<file path="src/rtl/alu_arbiter_pkg.sv">
// Shared definitions for the two-requester ALU arbiter.
// Op codes and FSM state encoding.
package alu_arbiter_pkg;

  typedef enum logic [2:0] {
    OP_AND   = 3'b000,
    OP_OR    = 3'b001,
    OP_ADD   = 3'b010,
    OP_XOR   = 3'b011,
    OP_SHL16 = 3'b100,
    OP_ILL   = 3'b101,
    OP_SUB   = 3'b110,
    OP_ZERO  = 3'b111
  } op_t;

  typedef enum logic [1:0] {
    S_IDLE = 2'd0,
    S_EXEC = 2'd1,
    S_RESP = 2'd2
  } state_t;

  function automatic logic op_illegal(input op_t op);
    return op == OP_ILL;
  endfunction

endpackage

</file>
<file path="src/rtl/alu_arbiter_if.sv">
// Request/response bundle between requesters and the arbiter.
// master = requester side, slave = arbiter side.
interface alu_arbiter_if #(parameter int DW = 32);
  logic [1:0]    req_valid;
  logic [1:0]    req_ready;
  logic [DW-1:0] req0_a;
  logic [DW-1:0] req0_b;
  logic [2:0]    req0_op;
  logic [DW-1:0] req1_a;
  logic [DW-1:0] req1_b;
  logic [2:0]    req1_op;
  logic [1:0]    rsp_valid;
  logic [1:0]    rsp_ready;
  logic [DW-1:0] rsp_data;
  logic          rsp_zero;
  logic          rsp_ovf;
  logic          rsp_err;

  modport master (
    output req_valid, req0_a, req0_b, req0_op,
    output req1_a, req1_b, req1_op, rsp_ready,
    input  req_ready, rsp_valid, rsp_data,
    input  rsp_zero, rsp_ovf, rsp_err
  );

  modport slave (
    input  req_valid, req0_a, req0_b, req0_op,
    input  req1_a, req1_b, req1_op, rsp_ready,
    output req_ready, rsp_valid, rsp_data,
    output rsp_zero, rsp_ovf, rsp_err
  );
endinterface

</file>
<file path="src/rtl/alu_arbiter_rr_grant2.sv">
// Two-way round-robin pick with last-grant memory.
// Last grant resets to 1 so the first tie goes to requester 0.
module rr_grant2 (
  input  logic       clk,
  input  logic       rst_n,
  input  logic [1:0] req,
  input  logic       take,
  output logic [1:0] gnt,
  output logic       idx
);

  logic last;

  always_comb begin
    idx = (req == 2'b11) ? ~last : req[1];
    gnt = 2'b00;
    if (req != 2'b00)
      gnt = idx ? 2'b10 : 2'b01;
  end

  always_ff @(posedge clk or negedge rst_n) begin
    if (!rst_n)
      last <= 1'b1;
    else if (take)
      last <= idx;
  end

endmodule

</file>
<file path="src/rtl/alu_arbiter.sv">
// Shares one external combinational ALU between two requesters.
// Accept in IDLE, drive ALU in EXEC, hold response in RESP.
module alu_arbiter
  import alu_arbiter_pkg::*;
#(
  parameter int DW = 32
) (
  input  logic          clk,
  input  logic          rst_n,
  alu_arbiter_if.slave  bus,
  output logic [DW-1:0] alu_a,
  output logic [DW-1:0] alu_b,
  output logic [2:0]    alu_aluc,
  input  logic [DW-1:0] alu_out,
  input  logic          alu_overflow,
  output logic          busy
);

  state_t        state, state_n;
  logic [1:0]    gnt;
  logic          gidx;
  logic          cur;
  logic          take;
  logic [DW-1:0] op_a;
  logic [DW-1:0] op_b;
  op_t           op_c;

  assign take = (state == S_IDLE) && (bus.req_valid != 2'b00);

  rr_grant2 u_rr (
    .clk   (clk),
    .rst_n (rst_n),
    .req   (bus.req_valid),
    .take  (take),
    .gnt   (gnt),
    .idx   (gidx)
  );

  // Gated by rst_n so the strobe is dead while reset is held.
  assign bus.req_ready =
    (state == S_IDLE && rst_n) ? gnt : 2'b00;
  assign bus.rsp_valid =
    (state == S_RESP) ? (cur ? 2'b10 : 2'b01) : 2'b00;
  assign busy = (state != S_IDLE);

  always_comb begin
    state_n  = state;
    alu_a    = '0;
    alu_b    = '0;
    alu_aluc = OP_ZERO;
    unique case (1'b1)
      (state == S_IDLE): begin
        if (bus.req_valid != 2'b00)
          state_n = S_EXEC;
      end
      (state == S_EXEC): begin
        alu_a    = op_a;
        alu_b    = op_b;
        alu_aluc = op_illegal(op_c) ? OP_ZERO : op_c;
        state_n  = S_RESP;
      end
      (state == S_RESP): begin
        if (bus.rsp_ready[cur])
          state_n = S_IDLE;
      end
      default: state_n = S_IDLE;
    endcase
  end

  always_ff @(posedge clk or negedge rst_n) begin
    if (!rst_n) begin
      state        <= S_IDLE;
      cur          <= 1'b0;
      op_a         <= '0;
      op_b         <= '0;
      op_c         <= OP_ZERO;
      bus.rsp_data <= '0;
      bus.rsp_zero <= 1'b0;
      bus.rsp_ovf  <= 1'b0;
      bus.rsp_err  <= 1'b0;
    end else begin
      state <= state_n;
      if (take) begin
        cur  <= gidx;
        op_a <= gidx ? bus.req1_a : bus.req0_a;
        op_b <= gidx ? bus.req1_b : bus.req0_b;
        op_c <= op_t'(gidx ? bus.req1_op : bus.req0_op);
      end
      if (state == S_EXEC) begin
        if (op_illegal(op_c)) begin
          bus.rsp_data <= '0;
          bus.rsp_zero <= 1'b1;
          bus.rsp_ovf  <= 1'b0;
          bus.rsp_err  <= 1'b1;
        end else begin
          bus.rsp_data <= alu_out;
          bus.rsp_zero <= (alu_out == '0);
          bus.rsp_ovf  <= alu_overflow;
          bus.rsp_err  <= 1'b0;
        end
      end
    end
  end

endmodule

</file>
<file path="src/flat_wrapper.sv">
// flat-port wrapper written by rule: the top's interface ports become plain ports
module alu_arbiter_flat import alu_arbiter_pkg::*;
#(
  parameter int DW = 32
)
  (clk, rst_n, alu_a, alu_b, alu_aluc, alu_out, alu_overflow, busy, bus_req_valid, bus_req0_a, bus_req0_b, bus_req0_op, bus_req1_a, bus_req1_b, bus_req1_op, bus_rsp_ready, bus_req_ready, bus_rsp_valid, bus_rsp_data, bus_rsp_zero, bus_rsp_ovf, bus_rsp_err);
  alu_arbiter_if #(.DW(DW)) bus_i ();
  input  logic clk;
  input  logic rst_n;
  output logic [DW-1:0] alu_a;
  output logic [DW-1:0] alu_b;
  output logic [2:0] alu_aluc;
  input  logic [DW-1:0] alu_out;
  input  logic alu_overflow;
  output logic busy;
  input wire logic [$bits(bus_i.req_valid)-1:0] bus_req_valid;
  input wire logic [$bits(bus_i.req0_a)-1:0] bus_req0_a;
  input wire logic [$bits(bus_i.req0_b)-1:0] bus_req0_b;
  input wire logic [$bits(bus_i.req0_op)-1:0] bus_req0_op;
  input wire logic [$bits(bus_i.req1_a)-1:0] bus_req1_a;
  input wire logic [$bits(bus_i.req1_b)-1:0] bus_req1_b;
  input wire logic [$bits(bus_i.req1_op)-1:0] bus_req1_op;
  input wire logic [$bits(bus_i.rsp_ready)-1:0] bus_rsp_ready;
  output wire logic [$bits(bus_i.req_ready)-1:0] bus_req_ready;
  output wire logic [$bits(bus_i.rsp_valid)-1:0] bus_rsp_valid;
  output wire logic [$bits(bus_i.rsp_data)-1:0] bus_rsp_data;
  output wire logic [$bits(bus_i.rsp_zero)-1:0] bus_rsp_zero;
  output wire logic [$bits(bus_i.rsp_ovf)-1:0] bus_rsp_ovf;
  output wire logic [$bits(bus_i.rsp_err)-1:0] bus_rsp_err;
  assign bus_i.req_valid = bus_req_valid;
  assign bus_i.req0_a = bus_req0_a;
  assign bus_i.req0_b = bus_req0_b;
  assign bus_i.req0_op = bus_req0_op;
  assign bus_i.req1_a = bus_req1_a;
  assign bus_i.req1_b = bus_req1_b;
  assign bus_i.req1_op = bus_req1_op;
  assign bus_i.rsp_ready = bus_rsp_ready;
  assign bus_req_ready = bus_i.req_ready;
  assign bus_rsp_valid = bus_i.rsp_valid;
  assign bus_rsp_data = bus_i.rsp_data;
  assign bus_rsp_zero = bus_i.rsp_zero;
  assign bus_rsp_ovf = bus_i.rsp_ovf;
  assign bus_rsp_err = bus_i.rsp_err;
  alu_arbiter #(.DW(DW)) u_core (.clk(clk), .rst_n(rst_n), .bus(bus_i), .alu_a(alu_a), .alu_b(alu_b), .alu_aluc(alu_aluc), .alu_out(alu_out), .alu_overflow(alu_overflow), .busy(busy));
endmodule
</file>
<file path="config.mk">
export PLATFORM = sky130hd
export DESIGN_NAME = alu_arbiter_flat
export DESIGN_NICKNAME = d
export VERILOG_FILES = /design/src/rtl/alu_arbiter_pkg.sv /design/src/rtl/alu_arbiter_if.sv /design/src/rtl/alu_arbiter_rr_grant2.sv /design/src/rtl/alu_arbiter.sv /design/src/flat_wrapper.sv
export SDC_FILE = /design/constraint.sdc
export NUM_CORES = 1
export LEC_CHECK = 0
export CORE_MARGIN = 2
export CORE_UTILIZATION = 42
export DETAILED_ROUTE_END_ITERATION = 12
export PLACE_DENSITY = 0.95
export SLEW_MARGIN = 10
export SYNTH_ARGS = -nofsm -noshare
export SYNTH_HDL_FRONTEND = slang
export SYNTH_SLANG_ARGS = --single-unit
</file>
<file path="constraint.sdc">
create_clock -name clk -period 3.6 [get_ports clk]
set_input_delay 0.54 -clock clk [delete_from_list [all_inputs] [get_ports clk]]
set_output_delay 0.54 -clock clk [all_outputs]
set_load 0.03 [all_outputs]
</file>
Word-level counts from Yosys, hierarchy flattened --
Index checks and enable logic that the tools add are counted.
Storage, ports and cells: bits in registers 106, input bits 173, output and inout bits 107, word-level logic and storage cells 47
Operators by class: order comparisons 1, equal/unequal tests 6, multiplexer cells 22, bitwise logic cells 1, reductions and logical operators 7
Operator list (number):
- $mux 32 | 5
- $logic_not 32->1 | 1
- $mux 2 | 7
- $mux 3 | 3
- $mux 1 | 6
- $pmux 2 s3 | 1
- $eq 2x2->1 const B | 2
- $ne 2x2->1 const B | 2
- $reduce_bool 2->1 | 2
- $eq 3x3->1 const B | 1
- $eq 2x1->1 const B | 1
- $logic_and 1x1->1 | 2
- $logic_not 2->1 | 1
- $lt 1x2->1 const B | 1
- $reduce_and 2->1 | 1
- $not 1->1 | 1

Logic depth before layout (Yosys ltp) --
Gate-level depths: netlist of run 1.
depth in word-level cells 5, mapped depth 7, mapped depth without buffers 4

Cells and area by module --
Synthesis of run 1 repeated with hierarchy kept, for this count alone.
Unflattened totals: cell total of the unflattened synthesis 481, area total of the unflattened synthesis 5124.9 um2
Modules (own cells, without submodules):
- alu_arbiter | instances 1, cells each 475, area each 5053.6 um2, sequential area each 2631.3 um2
- rr_grant2 | instances 1, cells each 6, area each 71.3 um2, sequential area each 26.3 um2

Worst setup path after synthesis of run 1 --
OpenSTA, ideal clock, no wires.
path type input-to-output, start input port bus_req_valid[0], end output port bus_req_ready[0], data arrival time 1691 ps, data required time 3060 ps, path slack 1369 ps, stages on the path 4, buffers on the path 1, cell sequence nand2_1 > nand2_2 > buf_6 > nor3b_1
On the way: cells in the longest elaborated chain, start to end 5, elaborated cells between the ends (all ways) 6, classes of those cells eq/ne: 1; mux: 4; reduce/logical: 1
Ends and longest elaborated chain:
- from (decl) | RTL line flat_wrapper.sv:16 | input wire logic [$bits(bus_i.req_valid)-1:0] bus_req_valid;
- $eq 2x2->1 | RTL line alu_arbiter_rr_grant2.sv:15 | idx = (req == 2'b11) ? ~last : req[1];
- $mux 1 | RTL line alu_arbiter_rr_grant2.sv:15
- $mux 2 | RTL line alu_arbiter_rr_grant2.sv:18 | gnt = idx ? 2'b10 : 2'b01;
- $mux 2 (*) | RTL line alu_arbiter_rr_grant2.sv:17 | if (req != 2'b00)
- $mux 2 (*) | RTL line alu_arbiter.sv:41 | (state == S_IDLE && rst_n) ? gnt : 2'b00;
- to (decl) | RTL line flat_wrapper.sv:24 | output wire logic [$bits(bus_i.req_ready)-1:0] bus_req_ready;
Mark *: on every way between the ends. The rest lies on a longest branch, timed or not.

Final worst setup path of run 1 --
start register u_core.state[1], end output port alu_a[12]
On the way: cells in the longest elaborated chain, start to end 2
Ends and longest elaborated chain:
- from (decl) | RTL line alu_arbiter.sv:19 | state_t state, state_n;
- from (signal assigned) | RTL line alu_arbiter.sv:82 | state <= state_n;
- $eq 2x1->1 | RTL line alu_arbiter.sv:56 | (state == S_EXEC): begin
- $mux 32 | RTL line alu_arbiter.sv:51 | unique case (1'b1)
- to (decl) | RTL line flat_wrapper.sv:10 | output logic [DW-1:0] alu_a;
Every way passes these cells.

==> results of run 1 <==
==> power groups by stage <==
stage / logic, uW / registers (uW) / clock network (uW)
floorplan: 1850 / 2400 / 0
global placement: 3420 / 2080 / 0
detailed placement: 3510 / 2120 / 0
CTS: 3530 / 2100 / 981
global route: 3750 / 2170 / 1030
finish: 3500 / 2100 / 954
==> per-stage QoR <==
stage	hold WS, ps	power (uW)	area, um^2	worst slack, ps	cells
final	323	6550	8200	744	893
after detailed placement	462	5630	7910	854	878
after global placement	452	5500	7910	897	878
after floorplan	244	4250	5090	1370	481
after global routing	368	6940	8200	618	893
after CTS	340	6610	8200	711	893
==> cells in the mapped netlist (all sizes together), types with 2 or more instances <==
library cell / instances
and2: 64
inv: 4
o21ai: 72
buf: 16
dfstp: 4
mux2i: 67
nor2: 7
nand2b: 3
nand2: 73
nor4: 8
dfrtp: 102
a22o: 33
clkbuf: 20
nand4: 2
==> sequential cells by signal, summed over array words and instances, names as in the netlist <==
register and count:
u_core.bus.rsp_data 32, u_core.bus.rsp_err 1, u_core.bus.rsp_ovf 1, u_core.bus.rsp_zero 1, u_core.cur 1, u_core.op_a 32, u_core.op_b 32, u_core.op_c 3
u_core.state 2, u_core.u_rr.last 1
==> layer usage <==
metal / up-vias / wire length (um)
li1: 2187 / -
met1: 2124 / 5880
met2: 232 / 7340
met3: 41 / 1210
met4: 0 / 520
met5: - / 0
==> cell type report <==
class,count,area [um^2]
fillers,826,3710
repair buffers,286,2870
flip-flops and latches,106,2660
multi-input cells,335,2190
clock buffers,11,233
well taps,147,184
clock inverters,4,53.8
inverters,4,15.0
==> cells by family (layout without fill, tap and decap cells) <==
family | count (synthesis) | in the layout | share of synthesized area
DFF | 106 | 106 | 0.522
and+or+nand+nor | 160 | 160 | 0.159
muxes | 68 | 68 | 0.134
buffers and inverters | 40 | 305 | 0.0507
AOI/OAI and AO/OA | 107 | 107 | 0.134
==> cells in the final DEF, fill, tap and decap left out <==
master	count
sky130_fd_sc_hd__nor2_1	6
sky130_fd_sc_hd__o21ai_0	71
sky130_fd_sc_hd__a31oi_4	1
sky130_fd_sc_hd__o21a_1	1
sky130_fd_sc_hd__o21ai_4	1
sky130_fd_sc_hd__bufinv_16	1
sky130_fd_sc_hd__and2_1	64
sky130_fd_sc_hd__or2b_1	1
sky130_fd_sc_hd__clkdlybuf4s50_1	278
sky130_fd_sc_hd__mux2_2	1
sky130_fd_sc_hd__nand4_1	2
sky130_fd_sc_hd__mux2i_1	67
sky130_fd_sc_hd__buf_4	6
sky130_fd_sc_hd__nand2_4	1
sky130_fd_sc_hd__clkbuf_16	9
sky130_fd_sc_hd__nand2b_1	3
sky130_fd_sc_hd__buf_12	2
sky130_fd_sc_hd__nand2_1	72
sky130_fd_sc_hd__a22o_1	33
sky130_fd_sc_hd__dfstp_2	4
sky130_fd_sc_hd__nor2_2	1
sky130_fd_sc_hd__nor4_1	8
sky130_fd_sc_hd__clkinvlp_4	2
sky130_fd_sc_hd__dfrtp_1	102
sky130_fd_sc_hd__inv_1	4
sky130_fd_sc_hd__clkbuf_1	2
sky130_fd_sc_hd__and2b_2	1
sky130_fd_sc_hd__nor3b_1	1
sky130_fd_sc_hd__clkinv_4	1
==> critical path, delay by kind of cell, from the launching register on <==
kind	cells	cell delay (ps)
buffers and inverters	2	930
AND/OR/NAND/NOR	2	640
flip-flops	1	410
==> how the worst min path moves through the flow <==
stage | start | endpoint | slack (ps) | depth (start not counted)
6_report | rst_n | u_core.op_b[3]$_DFFE_PN0P_ | 320 | 2
5_1_grt | rst_n | u_core.op_b[3]$_DFFE_PN0P_ | 370 | 2
4_1_cts | rst_n | u_core.op_a[20]$_DFFE_PN0P_ | 340 | 2
3_5_place_dp | u_core.op_a[31]$_DFFE_PN0P_ | u_core.op_a[31]$_DFFE_PN0P_ | 460 | 2
3_3_place_gp | u_core.op_a[17]$_DFFE_PN0P_ | u_core.op_a[17]$_DFFE_PN0P_ | 450 | 2
2_1_floorplan | rst_n | u_core.bus.rsp_data[0]$_DFFE_PN0N_ | 240 | 0
==> impl_metrics.sql, run 1 <==
INSERT INTO impl_metrics (metric_group, metric, value, unit) VALUES
('sta', 'report.final.setup_viol', '0', ''),
('global_routing', 'number_of_antenna_violations_at_the_first_check_in_global_routing', '0', ''),
('hold_path', 'hp-class', 'primary input to async pin', ''),
('critical_path', 'cp_slowest_stage_delay', '680', 'ps'),
('sta', 'hold_violations', '0', ''),
('detailed_routing', 'drt_pass1_iterations', '4', ''),
('sta', 'actual_transition_at_the_worst_max_transition_pin', '1120', 'ps'),
('synth', 'post_synth_instance_area', '0.00509', 'mm^2'),
('synth', 'synthFlopType', 'sky130_fd_sc_hd__dfrtp_1', ''),
('placement', 'io_buffer_count', '279', ''),
('synth', 'synth.area.top_cells', 'sky130_fd_sc_hd__dfrtp_1, sky130_fd_sc_hd__mux2i_1, sky130_fd_sc_hd__and2_1, sky130_fd_sc_hd__o21ai_0, sky130_fd_sc_hd__a22o_1', ''),
('global_routing', 'grt_remaining_overflow', '0', ''),
('power', 'switching_power', '2720', 'uW'),
('critical_path', 'timing.rr.start', 'u_core.u_rr.last$_DFFE_PN1P_', ''),
('floorplan', 'coreArea', '0.0119', 'mm^2'),
('critical_path', 'timing.critical_path.fanout_max', '50', ''),
('sta', 'fin_crit_sh', '0.793', ''),
('critical_path', 'crit_path_top_delay_cell', 'sky130_fd_sc_hd__clkdlybuf4s50_1', ''),
('floorplan', 'boundaryPins', '280', ''),
('global_routing', 'grt_max_degree', '140', ''),
('global_routing', 'groute.usage.overall', '0.223', ''),
('sta', 'timing.clock.skew', '11.1', 'ps'),
('clocking', 'cts-root-to-sink-buffers', '2', ''),
('critical_path', 'critical_path_capture_point_type', 'output port', ''),
('clocking', 'cts.root.buffer_cell', 'sky130_fd_sc_hd__clkbuf_16', ''),
('power', 'power.share.clock', '0.146', ''),
('placement', 'post-dp-hpwl', '11200', 'um'),
('synth', 'yosys_warnings', '0', ''),
('layout', 'final_core_util', '0.688', ''),
('synth', 'syn-num-nets', '654', ''),
('global_routing', 'grt_util_met2', '0.385', ''),
('critical_path', 'reg2reg_slack', '1480', 'ps'),
('synth', 'synth_top_cell_by_area', 'sky130_fd_sc_hd__dfrtp_1', ''),
('placement', 'gp_congestion', '0.834', ''),
('critical_path', 'worstSetupEndpoint', 'alu_a[12]', ''),
('floorplan', 'floorplan.rows', '40', ''),
('critical_path', 'critical_path.startpoint', 'u_core.state[1]$_DFFE_PN0P_', ''),
('synth', 'synth.top_cell.area_share', '0.502', ''),
('clocking', 'clkSinkCount', '106', ''),
('synth', 'synth_edf_count', '0', ''),
('sta', 'grt_setup_unrepaired', 'no', ''),
('detailed_routing', 'drt_first_iter_violations', '212', ''),
('power', 'sw_frac_of_total', '0.415', ''),
('synth', 'post_syn_instances', '481', ''),
('critical_path', 'worst_setup_path_start_kind', 'register', ''),
('power', 'cell_internal_pwr', '3840', 'uW'),
('critical_path', 'r2r_cells', '5', ''),
('detailed_routing', 'drt_drc_violations_left', '0', ''),
('clocking', 'postCtsSetupBuffers', '0', ''),
('synth', 'synth_seq_area_share', '0.522', ''),
('critical_path', 'cp_cell_sequence', 'and2b_2 > buf_12 > and2_1 > clkdlybuf4s50_1', ''),
('power', 'power_share_of_the_combinational_group', '0.534', ''),
('power', 'leakage', '0.00360', 'uW'),
('detailed_routing', 'num_vias', '4584', ''),
('sta', 'layout_min_cycle_time', '2860', 'ps'),
('critical_path', 'rr_endpoint', 'u_core.op_a[6]$_DFFE_PN0P_', ''),
('clocking', 'postCtsResizedCells', '0', ''),
('layout', 'insertedDiodeCount', '0', ''),
('synth', 'synthDistinctLibCells', '24', ''),
('flow_run', 'number_of_max_cap_violations', '0', ''),
('outcome', 'status', 'completed', ''),
('global_routing', 'grtUsageMet1', '0.260', ''),
('power', 'cellPowerDensity', '799', 'mW/mm^2'),
('sta', 'number_of_slew_limit_violations_in_the_final_report', '0', ''),
('global_routing', 'grt_most_used_layer', 'met2', ''),
('clocking', 'cts.hold.buffers_added', '0', ''),
('clocking', 'clock_latency', '340', 'ps'),
('critical_path', 'setup.worst_path.class', 'register to output port', ''),
('synth', 'async_reset_ff_frac', '1.00', ''),
('floorplan', 'die_w', '114', 'um'),
('sta', 'slew-limit-headroom', '0.256', '');
Note: power is estimated with default switching activity, not from simulation.
==> inputs of run 2 (changes only) <==
--- a/config.mk
+++ b/config.mk
@@ -6,9 +6,9 @@
 export NUM_CORES = 1
 export LEC_CHECK = 0
 export CORE_MARGIN = 2
-export CORE_UTILIZATION = 42
+export CORE_UTILIZATION = 35
 export DETAILED_ROUTE_END_ITERATION = 12
-export PLACE_DENSITY = 0.95
+export PLACE_DENSITY = 0.88
 export SLEW_MARGIN = 10
 export SYNTH_ARGS = -nofsm -noshare
 export SYNTH_HDL_FRONTEND = slang
==> constraint.sdc (replaced) <==
create_clock -name clk -period 2.6 [get_ports clk]
set_input_delay 0.39 -clock clk [delete_from_list [all_inputs] [get_ports clk]]
set_output_delay 0.39 -clock clk [all_outputs]
set_load 0.03 [all_outputs]
==> run 2 against run 1 <==
  * Die area up 19%
  * Final cell count increased by 4.7%
  * Clock power increased by 49%
  * Design area grew 1.7%
  * Combinational power grew 41%
  * Wire length down 4.0%
  * Sequential share of layout area fell by 0.55 points
  * Sequential cell count unchanged
  * Critical path depth did not move
  * Core utilization is 11 points lower
  * Clock-buffer cell count is 2 lower
  * Critical endpoint is now alu_a[27]
==> impl_metrics.sql, run 2 (synthesized netlist as in run 1, its figures left out) <==
INSERT INTO impl_metrics (metric_group, metric, value, unit) VALUES
('layout', 'final_cell_count_no_fill', '935', ''),
('clocking', 'postCtsSetupBuffers', '0', ''),
('layout', 'finish.net_count', '919', ''),
('critical_path', 'setup.worst_path.class', 'register to output port', ''),
('sta', 'actual_transition_at_the_worst_max_transition_pin', '788', 'ps'),
('floorplan', 'die_area', '0.0155', 'mm^2'),
('detailed_routing', 'drt_pass1_iterations', '4', ''),
('floorplan', 'die_w', '125', 'um'),
('layout', 'layout-drive-gt1-share', '0.0533', ''),
('clocking', 'cts.clk_slew.worst_paths', '70', 'ps'),
('flow_run', 'number_of_max_cap_violations', '0', ''),
('power', 'cellPowerDensity', '1100', 'mW/mm^2'),
('critical_path', 'critical_path.n_buffers_inverters', '2', ''),
('sta', 'number_of_slew_limit_violations_in_the_final_report', '0', ''),
('clocking', 'cts.root.buffer_cell', 'sky130_fd_sc_hd__clkbuf_16', ''),
('critical_path', 'cp_slowest_stage_delay', '690', 'ps'),
('global_routing', 'grt_remaining_overflow', '0', ''),
('clocking', 'cts.hold.buffers_added', '0', ''),
('detailed_routing', 'drt_first_iter_violations', '271', ''),
('floorplan', 'floorplan.rows', '44', ''),
('hold_path', 'hp-class', 'primary input to async pin', ''),
('critical_path', 'critical_path_capture_point_type', 'output port', ''),
('global_routing', 'grt_pass1_wl', '23400', 'um'),
('clocking', 'number_of_buffers_created_by_cts', '9', ''),
('sta', 'fin_ws', '117', 'ps'),
('floorplan', 'boundaryPins', '280', ''),
('clocking', 'clkSinkCount', '106', ''),
('sta', 'fin_crit_sh', '0.955', ''),
('detailed_routing', 'num_vias', '4429', ''),
('critical_path', 'worst_ep_arrival_time', '2090', 'ps'),
('global_routing', 'groute.usage.overall', '0.188', ''),
('critical_path', 'cp_top_delay_family', 'buffers and inverters', ''),
('detailed_routing', 'routed_length_per_placed_instance', '15.3', 'um'),
('layout', 'flow.area_growth_from_synthesis', '63.9', '%'),
('detailed_routing', 'route.antenna.remaining_nets', '0', ''),
('layout', 'finalInstanceArea', '0.00834', 'mm^2'),
('placement', 'placedInstanceArea', '0.00803', 'mm^2'),
('layout', 'mostFrequentLayoutCell', 'sky130_fd_sc_hd__clkdlybuf4s50_1', ''),
('sta', 'layout_min_cycle_time', '2480', 'ps'),
('critical_path', 'worst_setup_path_start_kind', 'register', ''),
('floorplan', 'initial_core_util', '0.354', ''),
('sta', 'slew-limit-headroom', '0.475', ''),
('placement', 'post-dp-hpwl', '10900', 'um'),
('critical_path', 'crit_path_top_delay_cell', 'sky130_fd_sc_hd__clkdlybuf4s50_1', ''),
('sta', 'report.final.setup_viol', '0', ''),
('clocking', 'ctsHtreeMaxLevel', '3', ''),
('power', 'irDropWorstVdd', '0.513', 'mV'),
('detailed_routing', 'drt_drc_violations_left', '0', ''),
('placement', 'preCtsSetupSlack', '301', 'ps'),
('detailed_routing', 'drt-total-wl', '14400', 'um'),
('floorplan', 'die_height', '125', 'um'),
('critical_path', 'cp_cell_sequence', 'and2b_2 > buf_12 > and2_1 > clkdlybuf4s50_1', ''),
('detailed_routing', 'viasPerCell', '4.74', ''),
('layout', 'insertedDiodeCount', '0', ''),
('layout', 'fill_cells', '1227', ''),
('sta', 'grt_setup_unrepaired', 'no', ''),
('placement', 'io_buffer_count', '279', ''),
('clocking', 'cts_tree', 'done', ''),
('power', 'leakage', '0.00366', 'uW'),
('sta', 'totalNegativeSetupSlack', '0', 'ps'),
('clocking', 'clock_latency', '350', 'ps'),
('clocking', 'cts-root-to-sink-buffers', '2', ''),
('layout', 'seqCellArea', '0.00266', 'mm^2'),
('placement', 'post-place-cells', '919', ''),
('layout', 'largest_registers', 'u_core.bus.rsp_data (32), u_core.op_a (32), u_core.op_b (32)', ''),
('layout', 'layout.cells.most_common_list', 'sky130_fd_sc_hd__clkdlybuf4s50_1, sky130_fd_sc_hd__dfrtp_1, sky130_fd_sc_hd__nand2_1, sky130_fd_sc_hd__o21ai_0, sky130_fd_sc_hd__mux2i_1', ''),
('outcome', 'status', 'completed', ''),
('critical_path', 'timing.critical_path.fanout_max', '46', ''),
('global_routing', 'first_global_vias', '4473', ''),
('global_routing', 'number_of_antenna_violations_at_the_first_check_in_global_routing', '0', ''),
('critical_path', 'worst-endpoint-required', '2210', 'ps'),
('placement', 'gp_congestion', '0.770', ''),
('clocking', 'postCtsResizedCells', '0', ''),
('sta', 'hold_violations', '0', ''),
('sta', 'timing.clock.skew', '6.85', 'ps'),
('sta', 'max_clock_freq', '403', 'MHz'),
('global_routing', 'grt_max_degree', '62', ''),
('floorplan', 'coreArea', '0.0144', 'mm^2'),
('layout', 'multi_input_area', '0.00219', 'mm^2'),
('layout', 'final_core_util', '0.580', '');
run 2: cell types whose count changed in the layout (fill, tap and decap cells not counted):
cell | previous run | this run
sky130_fd_sc_hd__buf_12 | 2 | 6
sky130_fd_sc_hd__inv_6 | 0 | 3
sky130_fd_sc_hd__buf_4 | 6 | 8
sky130_fd_sc_hd__clkbuf_1 | 2 | 0
sky130_fd_sc_hd__clkdlybuf4s50_1 | 278 | 276
sky130_fd_sc_hd__clkinv_4 | 1 | 0
sky130_fd_sc_hd__inv_8 | 0 | 1
run 2: layer usage:
metal  vias up  global-route usage  wire, um
met4         0              0.0456       230
met3        19              0.0666      1120
li1       2183                   -         -
met1      2052               0.223      5670
met5         -                   0         0
met2       175               0.326      7330
run 2: worst paths after layout:
kind	from	to	slack [ps]	cells past startpoint
min reg2reg	u_core.op_a[9]$_DFFE_PN0P_	u_core.op_a[9]$_DFFE_PN0P_	470	2
max reg2reg	u_core.u_rr.last$_DFFE_PN1P_	u_core.op_b[29]$_DFFE_PN0P_	1010	5
max	u_core.state[1]$_DFFE_PN0P_	alu_a[27]	120	4
min	rst_n	u_core.op_b[25]$_DFFE_PN0P_	180	2
min in group clk	u_core.op_a[9]$_DFFE_PN0P_	u_core.op_a[9]$_DFFE_PN0P_	470	2
max in group asynchronous	rst_n	u_core.op_a[18]$_DFFE_PN0P_	1830	2
run 2: where the power goes:
group / leakage, uW / total, uW / switching [uW] / internal [uW]
registers: 0.00130 / 2880 / 407 / 2480
clock network: 0.000145 / 1420 / 651 / 765
logic: 0.00221 / 4920 / 2740 / 2170
total: 0.00366 / 9220 / 3800 / 5410
run 2: layout make-up:
cell class	instances	share of cell area
clock buffers	9	0.0270
clock inverters	7	0.00990
inverters	4	0.00180
multi-input cells	335	0.262
flip-flops and latches	106	0.319
well taps	184	0.0276
repair buffers	290	0.353
run 2: through the flow:
stage | total power (uW) | hold slack (ps)
finish | 9220 | 180
floorplan | 5880 | 94.4
CTS | 9320 | 178
detailed placement | 7880 | 462
global placement | 7740 | 452
global route | 9830 | 208
==> inputs of run 3 (changes only) <==
--- a/config.mk
+++ b/config.mk
@@ -5,7 +5,7 @@
 export SDC_FILE = /design/constraint.sdc
 export NUM_CORES = 1
 export LEC_CHECK = 0
-export CORE_MARGIN = 2
+export CORE_MARGIN = 8
 export CORE_UTILIZATION = 35
 export DETAILED_ROUTE_END_ITERATION = 12
 export PLACE_DENSITY = 0.88
==> run 3 against run 2 <==
  * Sequential power barely moved
  * Register-to-register slack worse by 110 ps
  * Largest cell class unchanged
  * Design area is 0.63% lower
==> impl_metrics.sql, run 3 (synthesized netlist as in run 1, its figures left out) <==
INSERT INTO impl_metrics (metric_group, metric, value, unit) VALUES
('outcome', 'status', 'completed', ''),
('layout', 'layout-drive-gt1-share', '0.0561', ''),
('critical_path', 'critical_path_capture_point_type', 'output port', ''),
('detailed_routing', 'drt-total-wl', '16300', 'um'),
('clocking', 'number_of_buffers_created_by_cts', '9', ''),
('clocking', 'cts.clk_slew.worst_paths', '70', 'ps'),
('global_routing', 'grt_max_degree', '140', ''),
('critical_path', 'worst_ep_arrival_time', '2130', 'ps'),
('clocking', 'clock_latency', '350', 'ps'),
('sta', 'totalNegativeSetupSlack', '0', 'ps'),
('detailed_routing', 'num_vias', '4465', ''),
('layout', 'flow.area_growth_from_synthesis', '62.9', '%'),
('power', 'cellPowerDensity', '1090', 'mW/mm^2'),
('floorplan', 'die_area', '0.0187', 'mm^2'),
('sta', 'report.final.setup_viol', '0', ''),
('power', 'leakage', '0.00389', 'uW'),
('sta', 'hold_ws', '194', 'ps'),
('layout', 'finish.net_count', '916', ''),
('clocking', 'cts-root-to-sink-buffers', '2', ''),
('detailed_routing', 'drt_drc_violations_left', '0', ''),
('global_routing', 'first_global_vias', '4669', ''),
('sta', 'layout_min_cycle_time', '2520', 'ps'),
('layout', 'mostFrequentLayoutCell', 'sky130_fd_sc_hd__clkdlybuf4s50_1', ''),
('clocking', 'cts.hold.buffers_added', '0', ''),
('clocking', 'ctsHtreeMaxLevel', '3', ''),
('detailed_routing', 'drt_pass1_iterations', '4', ''),
('sta', 'grt_setup_unrepaired', 'no', ''),
('clocking', 'postCtsResizedCells', '0', ''),
('detailed_routing', 'viasPerCell', '4.79', ''),
('clocking', 'postCtsSetupBuffers', '0', ''),
('global_routing', 'number_of_antenna_violations_at_the_first_check_in_global_routing', '0', ''),
('critical_path', 'setup.worst_path.class', 'register to output port', ''),
('clocking', 'cts_tree', 'done', ''),
('power', 'irDropWorstVdd', '0.618', 'mV'),
('placement', 'gp_congestion', '0.753', ''),
('clocking', 'clkSinkCount', '106', ''),
('critical_path', 'reg2reg_slack', '900', 'ps'),
('clocking', 'cts.root.buffer_cell', 'sky130_fd_sc_hd__clkbuf_16', ''),
('critical_path', 'worst-endpoint-required', '2210', 'ps'),
('sta', 'actual_transition_at_the_worst_max_transition_pin', '785', 'ps'),
('sta', 'fin_crit_sh', '0.969', ''),
('global_routing', 'grt_pass1_wl', '24800', 'um'),
('global_routing', 'groute.usage.overall', '0.171', ''),
('flow_run', 'number_of_max_cap_violations', '0', ''),
('critical_path', 'worst_setup_path_start_kind', 'register', ''),
('detailed_routing', 'route.antenna.remaining_nets', '0', ''),
('global_routing', 'grt_remaining_overflow', '0', ''),
('layout', 'largest_registers', 'u_core.bus.rsp_data (32), u_core.op_a (32), u_core.op_b (32)', ''),
('sta', 'slew-limit-headroom', '0.477', ''),
('layout', 'layout.cells.most_common_list', 'sky130_fd_sc_hd__clkdlybuf4s50_1, sky130_fd_sc_hd__dfrtp_1, sky130_fd_sc_hd__nand2_1, sky130_fd_sc_hd__o21ai_0, sky130_fd_sc_hd__mux2i_1', ''),
('placement', 'post-dp-hpwl', '12700', 'um'),
('floorplan', 'initial_core_util', '0.354', ''),
('sta', 'number_of_slew_limit_violations_in_the_final_report', '0', ''),
('floorplan', 'die_w', '137', 'um'),
('detailed_routing', 'drt_first_iter_violations', '194', ''),
('sta', 'timing.clock.skew', '9.92', 'ps'),
('placement', 'io_buffer_count', '279', ''),
('sta', 'max_clock_freq', '397', 'MHz'),
('detailed_routing', 'routed_length_per_placed_instance', '17.5', 'um'),
('floorplan', 'boundaryPins', '280', ''),
('layout', 'insertedDiodeCount', '0', ''),
('hold_path', 'hp-class', 'primary input to async pin', ''),
('floorplan', 'floorplan.rows', '44', ''),
('floorplan', 'die_height', '137', 'um'),
('sta', 'hold_violations', '0', ''),
('critical_path', 'timing.critical_path.fanout_max', '68', ''),
('floorplan', 'coreArea', '0.0144', 'mm^2');
==> run 3: cell types whose count changed in the layout (fill, tap and decap cells not counted), sizes merged <==
cell	change
buf	+4
bufinv	-1
clkbuf	+2
clkdlybuf4s50	-22
clkinv	+1
dlymetal6s2s	+15
inv	-2
==> run 3: path summary, 6_finish.rpt <==
path	startpoint	to	cells past startpoint
worst max register to register	u_core.u_rr.last$_DFFE_PN1P_	u_core.op_c[2]$_DFFE_PN1P_	5
max in group asynchronous	rst_n	u_core.op_a[5]$_DFFE_PN0P_	2
worst min-delay path	rst_n	u_core.op_b[6]$_DFFE_PN0P_	2
worst max-delay path	u_core.state[1]$_DFFE_PN0P_	alu_b[29]	4
worst min register to register	u_core.op_a[25]$_DFFE_PN0P_	u_core.op_a[25]$_DFFE_PN0P_	2
min in group clk	u_core.op_a[25]$_DFFE_PN0P_	u_core.op_a[25]$_DFFE_PN0P_	2
==> run 3: final cells by class <==
class,count,area (um^2)
repair buffers,287,2930
inverters,4,15.0
fillers,1256,6080
well taps,184,230
multi-input cells,335,2190
flip-flops and latches,106,2660
clock buffers,11,233
clock inverters,5,37.5
==> run 3: report_power, final <==
part | internal, uW | total, uW | switching [uW]
sequential | 2480 | 2890 | 411
combinational | 2080 | 4860 | 2780
clock | 657 | 1270 | 618
total | 5220 | 9020 | 3800
==> run 3: metrics by stage <==
step	power, uW	cells	utilization	cell area [um^2]	worst slack (ps)
global route	9590	932	0.577	8290	0.472
global placement	7710	916	0.555	7980	339
detailed placement	7840	916	0.555	7980	308
finish	9020	932	0.577	8290	80.0
floorplan	5880	481	-	5090	541
CTS	9140	932	0.574	8250	57.8
==> run 3: routing by layer <==
layer  wire length (um)  up-vias  global-route usage
met4                281        0              0.0519
met2               8140      184               0.297
met5                  0        -                   0
met1               6380     2085               0.193
met3               1530       19              0.0609
li1                   -     2177                   -
==> run 3: worst max-delay path, stage by stage (launching register included) <==
cell and delay [ps]:
sky130_fd_sc_hd__dfrtp_1 400, sky130_fd_sc_hd__and2b_2 240, sky130_fd_sc_hd__buf_12 240, sky130_fd_sc_hd__and2_1 170, sky130_fd_sc_hd__clkdlybuf4s50_1 690
